`src/rtl/gpu_array_pkg.sv`:
```
// Shared types and defaults for the systolic array and its edge feeder.
// Latency: n/a (types, constants and a constant function only).
// Backpressure: n/a.
package gpu_array_pkg;

    // Operand and accumulator widths shared by systolic_array and systolic_feeder.
    localparam int DATA_W_DEF = 16;
    localparam int ACC_W_DEF  = 40;

    typedef enum logic [1:0] {
        IDLE  = 2'd0,
        FEED  = 2'd1,
        DRAIN = 2'd2,
        DONE  = 2'd3
    } feeder_state_e;

    // The last beat needs N-1 cycles to reach the far lane and another N-1
    // to cross the array diagonal, plus the cycle it lands in.
    function automatic int drain_cycles(input int n);
        return 2 * n - 1;
    endfunction

endpackage

```
`src/rtl/skew_line.sv`:
```
// One lane of the diagonal skew: a DEPTH-stage shift line of {valid, data}.
// Latency: DEPTH cycles from in_* to out_* while shift_en is high.
// Backpressure: none; the line holds its contents whenever shift_en is low.
// Ports: clk/rst (sync, active-high), shift_en, in_valid/in_data, out_valid/out_data.
module skew_line #(
    parameter int DEPTH  = 1,
    parameter int DATA_W = 16
) (
    input  logic              clk,
    input  logic              rst,
    input  logic              shift_en,
    input  logic              in_valid,
    input  logic [DATA_W-1:0] in_data,
    output logic              out_valid,
    output logic [DATA_W-1:0] out_data
);

    logic [DEPTH-1:0]             vld_q;
    logic [DEPTH-1:0][DATA_W-1:0] dat_q;

    always_ff @(posedge clk) begin
        if (rst) begin
            vld_q <= '0;
            dat_q <= '0;
        end else if (shift_en) begin
            vld_q[0] <= in_valid;
            dat_q[0] <= in_data;
            for (int s = 1; s < DEPTH; s++) begin
                vld_q[s] <= vld_q[s-1];
                dat_q[s] <= dat_q[s-1];
            end
        end
    end

    assign out_valid = vld_q[DEPTH-1];
    assign out_data  = dat_q[DEPTH-1];

endmodule

```
`src/rtl/systolic_feeder.sv`:
```
// Skews K-step beats onto the west (A) and north (B) edges of systolic_array, then drains it.
// Latency: lane i shows a beat accepted at edge t during the cycle after edge t+i; tile_done 2N cycles after the last beat.
// Backpressure: in_ready is high in IDLE/FEED and low in DRAIN/DONE, independent of in_valid.
// Ports: clk/rst, in_a/in_b/in_valid/in_last/in_ready beat stream, a_west/a_valid/b_north/b_valid/array_en
//        to the array, tile_done pulse, beat_cnt, sticky err_overflow.
module systolic_feeder
    import gpu_array_pkg::*;
#(
    parameter int N      = 8,
    parameter int DATA_W = DATA_W_DEF,
    parameter int K_MAX  = 256
) (
    input  logic                           clk,
    input  logic                           rst,
    input  logic signed [N-1:0][DATA_W-1:0] in_a,
    input  logic signed [N-1:0][DATA_W-1:0] in_b,
    input  logic                           in_valid,
    input  logic                           in_last,
    output logic                           in_ready,
    output logic signed [N-1:0][DATA_W-1:0] a_west,
    output logic [N-1:0]                   a_valid,
    output logic signed [N-1:0][DATA_W-1:0] b_north,
    output logic [N-1:0]                   b_valid,
    output logic                           array_en,
    output logic                           tile_done,
    output logic [$clog2(K_MAX+1)-1:0]     beat_cnt,
    output logic                           err_overflow
);

    localparam int DRAIN_CYC = drain_cycles(N);
    localparam int CNT_W     = $clog2(K_MAX + 1);
    localparam int DRN_W     = $clog2(DRAIN_CYC + 1);

    feeder_state_e    state_q;
    logic             array_en_q;
    logic             tile_done_q;
    logic [DRN_W-1:0] drn_q;
    logic [CNT_W-1:0] cnt_q, cnt_d;
    logic             err_q, err_d;
    logic             accept;
    logic             shift_en;

    assign in_ready = (state_q == IDLE) || (state_q == FEED);
    assign accept   = in_valid && in_ready;
    // The first beat of a tile is taken in IDLE while array_en is still low,
    // so the lines must also shift on any accepted beat.
    assign shift_en = accept || array_en_q;

    always_ff @(posedge clk) begin
        if (rst) begin
            state_q     <= IDLE;
            array_en_q  <= 1'b0;
            tile_done_q <= 1'b0;
            drn_q       <= '0;
        end else begin
            tile_done_q <= 1'b0;
            case (state_q)
                IDLE: begin
                    if (accept) begin
                        array_en_q <= 1'b1;
                        if (in_last) begin
                            state_q <= DRAIN;
                            drn_q   <= DRN_W'(DRAIN_CYC - 1);
                        end else begin
                            state_q <= FEED;
                        end
                    end
                end
                FEED: begin
                    if (accept && in_last) begin
                        state_q <= DRAIN;
                        drn_q   <= DRN_W'(DRAIN_CYC - 1);
                    end
                end
                DRAIN: begin
                    if (drn_q == '0) begin
                        state_q     <= DONE;
                        array_en_q  <= 1'b0;
                        tile_done_q <= 1'b1;
                    end else begin
                        drn_q <= drn_q - 1'b1;
                    end
                end
                DONE: begin
                    state_q <= IDLE;
                end
                default: begin
                    state_q    <= IDLE;
                    array_en_q <= 1'b0;
                end
            endcase
        end
    end

    // Beat counter: restarts on a tile's first beat, saturates at K_MAX and
    // flags (stickily) any beat beyond that; the extra beat is still skewed out.
    always_comb begin
        cnt_d = cnt_q;
        err_d = err_q;
        if (accept) begin
            if (state_q == IDLE) begin
                cnt_d = CNT_W'(1);
            end else if (cnt_q == CNT_W'(K_MAX)) begin
                err_d = 1'b1;
            end else begin
                cnt_d = cnt_q + 1'b1;
            end
        end
    end

    always_ff @(posedge clk) begin
        if (rst) begin
            cnt_q <= '0;
            err_q <= 1'b0;
        end else begin
            cnt_q <= cnt_d;
            err_q <= err_d;
        end
    end

    // Lane i of each edge is i+1 stages deep; bubbles and drain shift in {0,0}.
    for (genvar i = 0; i < N; i++) begin : g_lane
        skew_line #(.DEPTH(i + 1), .DATA_W(DATA_W)) u_a_line (
            .clk      (clk),
            .rst      (rst),
            .shift_en (shift_en),
            .in_valid (accept),
            .in_data  (accept ? in_a[i] : '0),
            .out_valid(a_valid[i]),
            .out_data (a_west[i])
        );
        skew_line #(.DEPTH(i + 1), .DATA_W(DATA_W)) u_b_line (
            .clk      (clk),
            .rst      (rst),
            .shift_en (shift_en),
            .in_valid (accept),
            .in_data  (accept ? in_b[i] : '0),
            .out_valid(b_valid[i]),
            .out_data (b_north[i])
        );
    end

    assign array_en     = array_en_q;
    assign tile_done    = tile_done_q;
    assign beat_cnt     = cnt_q;
    assign err_overflow = err_q;

endmodule
```
`config.mk`:
```
export PLATFORM = sky130hd
export DESIGN_NAME = systolic_feeder
export DESIGN_NICKNAME = d
export VERILOG_FILES = /design/src/rtl/gpu_array_pkg.sv /design/src/rtl/skew_line.sv /design/src/rtl/systolic_feeder.sv
export SDC_FILE = /design/constraint.sdc
export NUM_CORES = 2
export LEC_CHECK = 0
export CAP_MARGIN = 20
export CORE_MARGIN = 3
export CORE_UTILIZATION = 50
export DETAILED_ROUTE_END_ITERATION = 12
export PLACE_DENSITY = 0.75
export REMOVE_ABC_BUFFERS = 1
export SYNTH_ARGS = -nofsm -noshare
export SYNTH_HDL_FRONTEND = slang
export SYNTH_HIERARCHICAL = 1
export SYNTH_SLANG_ARGS = --single-unit
export TNS_END_PERCENT = 10
```
`constraint.sdc`:
```
create_clock -name clk -period 2.17 [get_ports clk]
set_input_delay 0.434 -clock clk [delete_from_list [all_inputs] [get_ports clk]]
set_output_delay 0.434 -clock clk [all_outputs]
set_load 0.1 [all_outputs]
```
* Yosys cells after proc, flatten, opt, wreduce, memory -nomap -nowiden
Index checks and enable logic that the tools add are counted.
** Storage, ports and cells
- Bits in registers :: 1241
- Bits of input ports :: 260
- Word-level logic and storage cells :: 153
** Operators by class
- $add $sub $neg :: 2
- Equal/unequal tests :: 10
- Multiplexer cells :: 32
- Bitwise operators :: 2
- Reductions and logical operators :: 14
** Operators with widths (count)
- two-way mux 16 bit :: 16
- two-way mux 9 bit :: 2
- two-way mux 4 bit :: 4
- case mux 4 bit (3 select lines) :: 1
- != test 2 bit, second input constant :: 5
- adder 9 x 1 -> 9 bit, second input constant :: 1
- equality test 9 bit, second input constant :: 1
- AND reduction 3 bit :: 3
- two-way mux 2 bit :: 4
- case mux 2 bit (4 select lines) :: 1
- AND reduction 5 bit :: 1
- equality test 2 bit, second input constant :: 2
- logical NOT 4 bit :: 1
- subtractor 4 x 1 -> 4 bit, second input constant :: 1
- two-way mux 1 bit :: 3
- nonzero test 3 bit :: 1
- equality test 2 x 1 -> 1 bit, second input constant :: 1
- logical AND 1 bit :: 2
- logical NOT 2 bit :: 1
- logical OR 1 bit :: 2
- != test 2 x 1 -> 1 bit, second input constant :: 1
- inverter 1 bit :: 2
- case mux 1 bit (2 select lines) :: 1
- AND reduction 2 bit :: 1
- 2 further kinds :: 2

* Depth between registers and ports, before layout
- Depth after elaboration :: 6
- Mapped depth :: 9

* Cells and area by module
Netlist, hierarchy kept.
** By module, submodules not included
- skew_line at g_lane[7].u_a_line ... :: instances 2, cells an instance 454, area each 4922.2 um^2
- skew_line at g_lane[6].u_a_line ... :: instances 2, cells an instance 399, area each 4443.0 um^2
- skew_line at g_lane[5].u_a_line ... :: instances 2, cells an instance 345, area each 3819.9 um^2
- skew_line at g_lane[4].u_a_line ... :: instances 2, cells an instance 290, area each 3176.8 um^2
- skew_line at g_lane[3].u_a_line ... :: instances 2, cells an instance 236, area each 2544.9 um^2
- skew_line at g_lane[2].u_a_line ... :: instances 2, cells an instance 181, area each 1953.1 um^2
- systolic_feeder :: instances 1, cells an instance 421, area each 2872.8 um^2
- skew_line at g_lane[1].u_a_line ... :: instances 2, cells an instance 126, area each 1358.8 um^2
- skew_line at g_lane[0].u_a_line ... :: instances 2, cells an instance 55, area each 614.3 um^2

* Worst setup path after synthesis
Ideal clock, no wire load.
- Path kind :: flip-flop to flip-flop
- Start point :: register array_en_q, in the netlist array_en
- End point :: register g_lane[7].u_a_line.vld_q[0]
- Arrival :: 2508 ps
- Required time :: 2042 ps
- Setup slack :: -466 ps
- Stages on the path, launching flop included :: 7
- Clock period less this slack :: 2636 ps
- Cell sequence :: dfxtp_1 -> nand2b_1 -> buf_4 -> buf_6 -> buf_8 -> mux2i_1 -> nor2_1
** Between the ends
- Cells in the longest elaborated chain, start to end :: 1
** RTL lines
- start, declared :: RTL line systolic_feeder.sv:35 : logic array_en_q;
- start signal, assigned :: RTL line systolic_feeder.sv:52 : array_en_q <= 1'b0;
- start signal, assigned :: RTL line systolic_feeder.sv:60 : array_en_q <= 1'b1;
- start signal, assigned :: RTL line systolic_feeder.sv:78 : array_en_q <= 1'b0;
- logical OR 1 bit :: RTL line systolic_feeder.sv:47 : assign shift_en = accept || array_en_q;
- net shift_en :: RTL line systolic_feeder.sv:41 : logic shift_en;
- end signal, assigned :: RTL line skew_line.sv:26 : vld_q[0] <= in_valid;
- end signal, assigned by index :: RTL line skew_line.sv:29 : vld_q[s] <= vld_q[s-1];
- end, declared :: RTL line skew_line.sv:18 : logic [DEPTH-1:0] vld_q;
The timed path passes the listed nets, and every way through them passes these cells.
A chain may end at the register's enable or synchronous reset.

* Worst setup path after layout
- Start point :: register state_q[1]
- End point :: output port in_ready
** Between the ends
- Cells in the longest elaborated chain, start to end :: 2
- Elaborated cells between the ends (all ways) :: 3
- Classes of those cells :: 1 x eq/ne; 2 x reduce/logical
** RTL lines
- start, declared :: RTL line systolic_feeder.sv:34 : feeder_state_e state_q;
- start signal, assigned :: RTL line systolic_feeder.sv:51 : state_q <= IDLE;
- start signal, assigned :: RTL line systolic_feeder.sv:62 : state_q <= DRAIN;
- start signal, assigned :: RTL line systolic_feeder.sv:65 : state_q <= FEED;
- equality test 2 x 1 -> 1 bit / logical NOT 2 bit (equally long branches) :: RTL line systolic_feeder.sv:43 : assign in_ready = (state_q == IDLE) || (state_q == FEED);
- logical OR 1 bit * :: RTL line systolic_feeder.sv:43
- end, declared :: RTL line systolic_feeder.sv:19 : output logic in_ready,
Mark *: on every way between the ends. The rest lies on a longest branch, timed or not.

==> impl_metrics.yaml <==
status:
  outcome: "finished clean"
power_and_ir_drop:
  power.leakage_uw: 0.0264
  power.density_nw_per_um2: 1220
  vdd_drop_max_mv: 0.831
drt:
  vias_per_cell: 4.86
  post_drt_wl_per_cell_um: 14.9
  drtIter0Drc: 1550
  via_count: 30604
  drt_wl_total_um: 94000
  drc: 0
  drt_pass1_iterations: 4
  antenna_left: 0
floorplan:
  ios: 545
  design.core.area_um2: 95600
  die_w_um: 318
  die_area_um2: 101000
  start_util: 0.508
  fp.dieH_um: 318
  fp-row-count: 113
global_route:
  grt_first_pass_wirelength_um: 154000
  grt_pass1_vias: 30065
  grt_start_max_net_pins: 111
  grt-ovfl-total: 0
  antenna_found_initial: 9
  track_usage: 0.181
setup_path:
  crit_required_ps: 1740
  critical_path_class: "reg -> out"
  end_kind: "output port"
  critPathArrivalTime_ps: 1700
  path_delay_family: "buffers and inverters"
  crit_path_frequent_cell: "inv_2"
  worstPathCellList: "inv_2, ha_2, buf_6, nor2_4, inv_2, buf_12"
  ff2ff_path_depth: 11
  startpoint: "state_q[1]$_SDFFE_PP0P_"
  regToRegStartpoint: "state_q[0]$_SDFFE_PP0P_"
  crit_path_end: "in_ready"
  path_depth: 6
  cp-start-kind: "flip-flop"
  slowest_stage: "dfxtp_2"
  worst-path-max-fanout: 3
  r2r_slack_ps: 50
  timing.rr.end: "g_lane[5].u_b_line/dat_q[4]$_SDFFE_PP0P_"
  cp_slowest_stage_delay_ps: 350
  crit_buf_inv: 4
clock_tree:
  insertion_delay_ps: 690
  cts_root_buf: "clkbuf_16"
  cts_buffers: 120
  clockBufferDepth: 3
  cts_num_sinks: 1242
  h-tree-depth: 3
  hold_buffers: 0
  path_clk_slew_ps: 60
  tritoncts: "built"
sta:
  tightest_slew_ps: 687
  fmax_ghz: 0.468
  rsz0062_at_grt: "yes"
  hold_viol_final: 0
  slew-limit-headroom: 0.541
  fin_crit_sh: 0.984
  finalMaxSlewViolations: 0
  setup_viol: 0
  clock_skew_ps: 18.2
  worst_hold_slack_ps: 147
  finalCriticalPeriod_ps: 2140
synthesis:
  ys_seq_area_frac: 0.512
  ys_ff_latch: 1242
  yosysWarnings: 6
  ys_types: 58
  async_flop_share: 0
  syn_inst: 4593
  synth_edf_count: 0
  syn_area_um2: 48500
  syn_avg_cell_area_um2: 10.6
  ys.flop_type: "dfxtp_1"
placed_design:
  gp_congestion: 0.760
  placed_cells: 6063
  io_buffers: 544
  dp_hpwl_um: 63000
finish:
  layout-drive-gt1-share: 0.140
  layout_common_cells: "dfxtp_1, nor2_1, mux2i_1"
  layout_commonest_cell: "dfxtp_1"
  stdcell_count: 6296
  syn_to_final_growth_pct: 17.9
  n_fill_cell: 7970
  fin_nets: 5191
hold_path:
  worstHoldStart: "rst"
  worst_hold_path_type: "in -> reg"
run:
  drv_cap: 0
[metal layers]
metal | vias to the layer above | GRT usage | share of wire
met2 | 515 | 0.312 | 0.49
met1 | 14352 | 0.220 | 0.43
met3 | 141 | 0.0529 | 0.058
li1 | 15592 | - | -
met4 | 4 | 0.0514 | 0.023
met5 | - | 0 | 0.00036
[what timing repair did]
item | 4_1_cts | 5_1_grt
endpoints found under the hold margin | 0 | 0
resized for setup | 11 | 1
setup buffers | 4 | 0
cloned | 1 | 0
pin swaps | 2 | 0
endpoints found under the setup margin | 1 | 26
[per-stage QoR]
stage	worst slack, ps	util	total power, uW	area [um2]	TNS, ps
floorplan	-42810	-	31500	44100	-
global route	-57.2	0.599	72800	57200	-120
CTS	-36.0	0.598	70500	57200	-36.0
global placement	-57.8	0.554	48200	53000	-2300
finish	34.6	0.599	69600	57200	0
detailed placement	-84.9	0.554	48500	53000	-18030
[area by class of cell]
| class | instances | area (um2) | share of cell area |
|---|---|---|---|
| multi-input cells | 2802 | 19200 | 0.335 |
| inverters | 13 | 53.8 | 0.000940 |
| clock buffers | 176 | 3510 | 0.0613 |
| well taps | 1265 | 1580 | 0.0277 |
| flip-flops and latches | 1242 | 24900 | 0.435 |
| clock inverters | 45 | 674 | 0.0118 |
| diodes | 7 | 17.5 | 0.000306 |
| repair buffers | 746 | 7320 | 0.128 |
[state kept, by name, summed over array words and instances (netlist names)]
| register | count |
|---|---|
| array_en | 1 |
| beat_cnt | 9 |
| drn_q | 4 |
| err_overflow | 1 |
| g_lane.u_a_line/dat_q | 448 |
| g_lane.u_a_line/out_data | 128 |
| g_lane.u_a_line/out_valid | 1 |
| g_lane.u_a_line/vld_q | 35 |
| g_lane.u_b_line/dat_q | 448 |
| g_lane.u_b_line/out_data | 128 |
| g_lane.u_b_line/out_valid | 1 |
| g_lane.u_b_line/vld_q | 35 |
| state_q | 2 |
| tile_done | 1 |
[logic make-up after synthesis]
family	share of synthesized area
AO/OA/AOI/OAI	0.00691
multiplexers	0.253
AND/OR/NAND/NOR	0.133
adder cells (fa/ha/maj)	0.00155
buffers and inverters	0.0929
flip-flops	0.512
[Yosys cell counts (all sizes together) (3+ instances only)]
cell type | instances | area share
a21oi | 11 | 0.0011
a31oi | 4 | 0.00052
and2 | 256 | 0.033
buf | 426 | 0.083
clkbuf | 110 | 0.0086
dfxtp | 1242 | 0.51
ha | 6 | 0.0015
inv | 12 | 0.00093
mux2i | 1226 | 0.25
nand2 | 12 | 0.00093
nand2b | 4 | 0.00052
nand4 | 4 | 0.00064
nor2 | 1227 | 0.095
o2111ai | 3 | 0.00054
o21ai | 6 | 0.00062
o31ai | 3 | 0.00046
[worst min-delay path by stage]
stage / endpoint / cells after the start
final: g_lane[7].u_a_line/out_data[9]$_SDFFE_PP0P_ / 2
after floorplan: state_q[1]$_SDFFE_PP0P_ / 2
after global routing: g_lane[6].u_a_line/dat_q[33]$_SDFFE_PP0P_ / 2
after CTS: g_lane[6].u_a_line/dat_q[94]$_SDFFE_PP0P_ / 2
after global placement: state_q[1]$_SDFFE_PP0P_ / 2
after detailed placement: err_overflow$_SDFFE_PP0P_ / 2
[power breakdown]
part | total, uW | switching (uW) | internal, uW | leakage (uW)
Combinational | 22400 | 11700 | 10700 | 0.0143
Clock | 21600 | 8650 | 13000 | 0.00205
Sequential | 25600 | 975 | 24600 | 0.0100
Note: power is estimated with default switching activity, not from simulation.
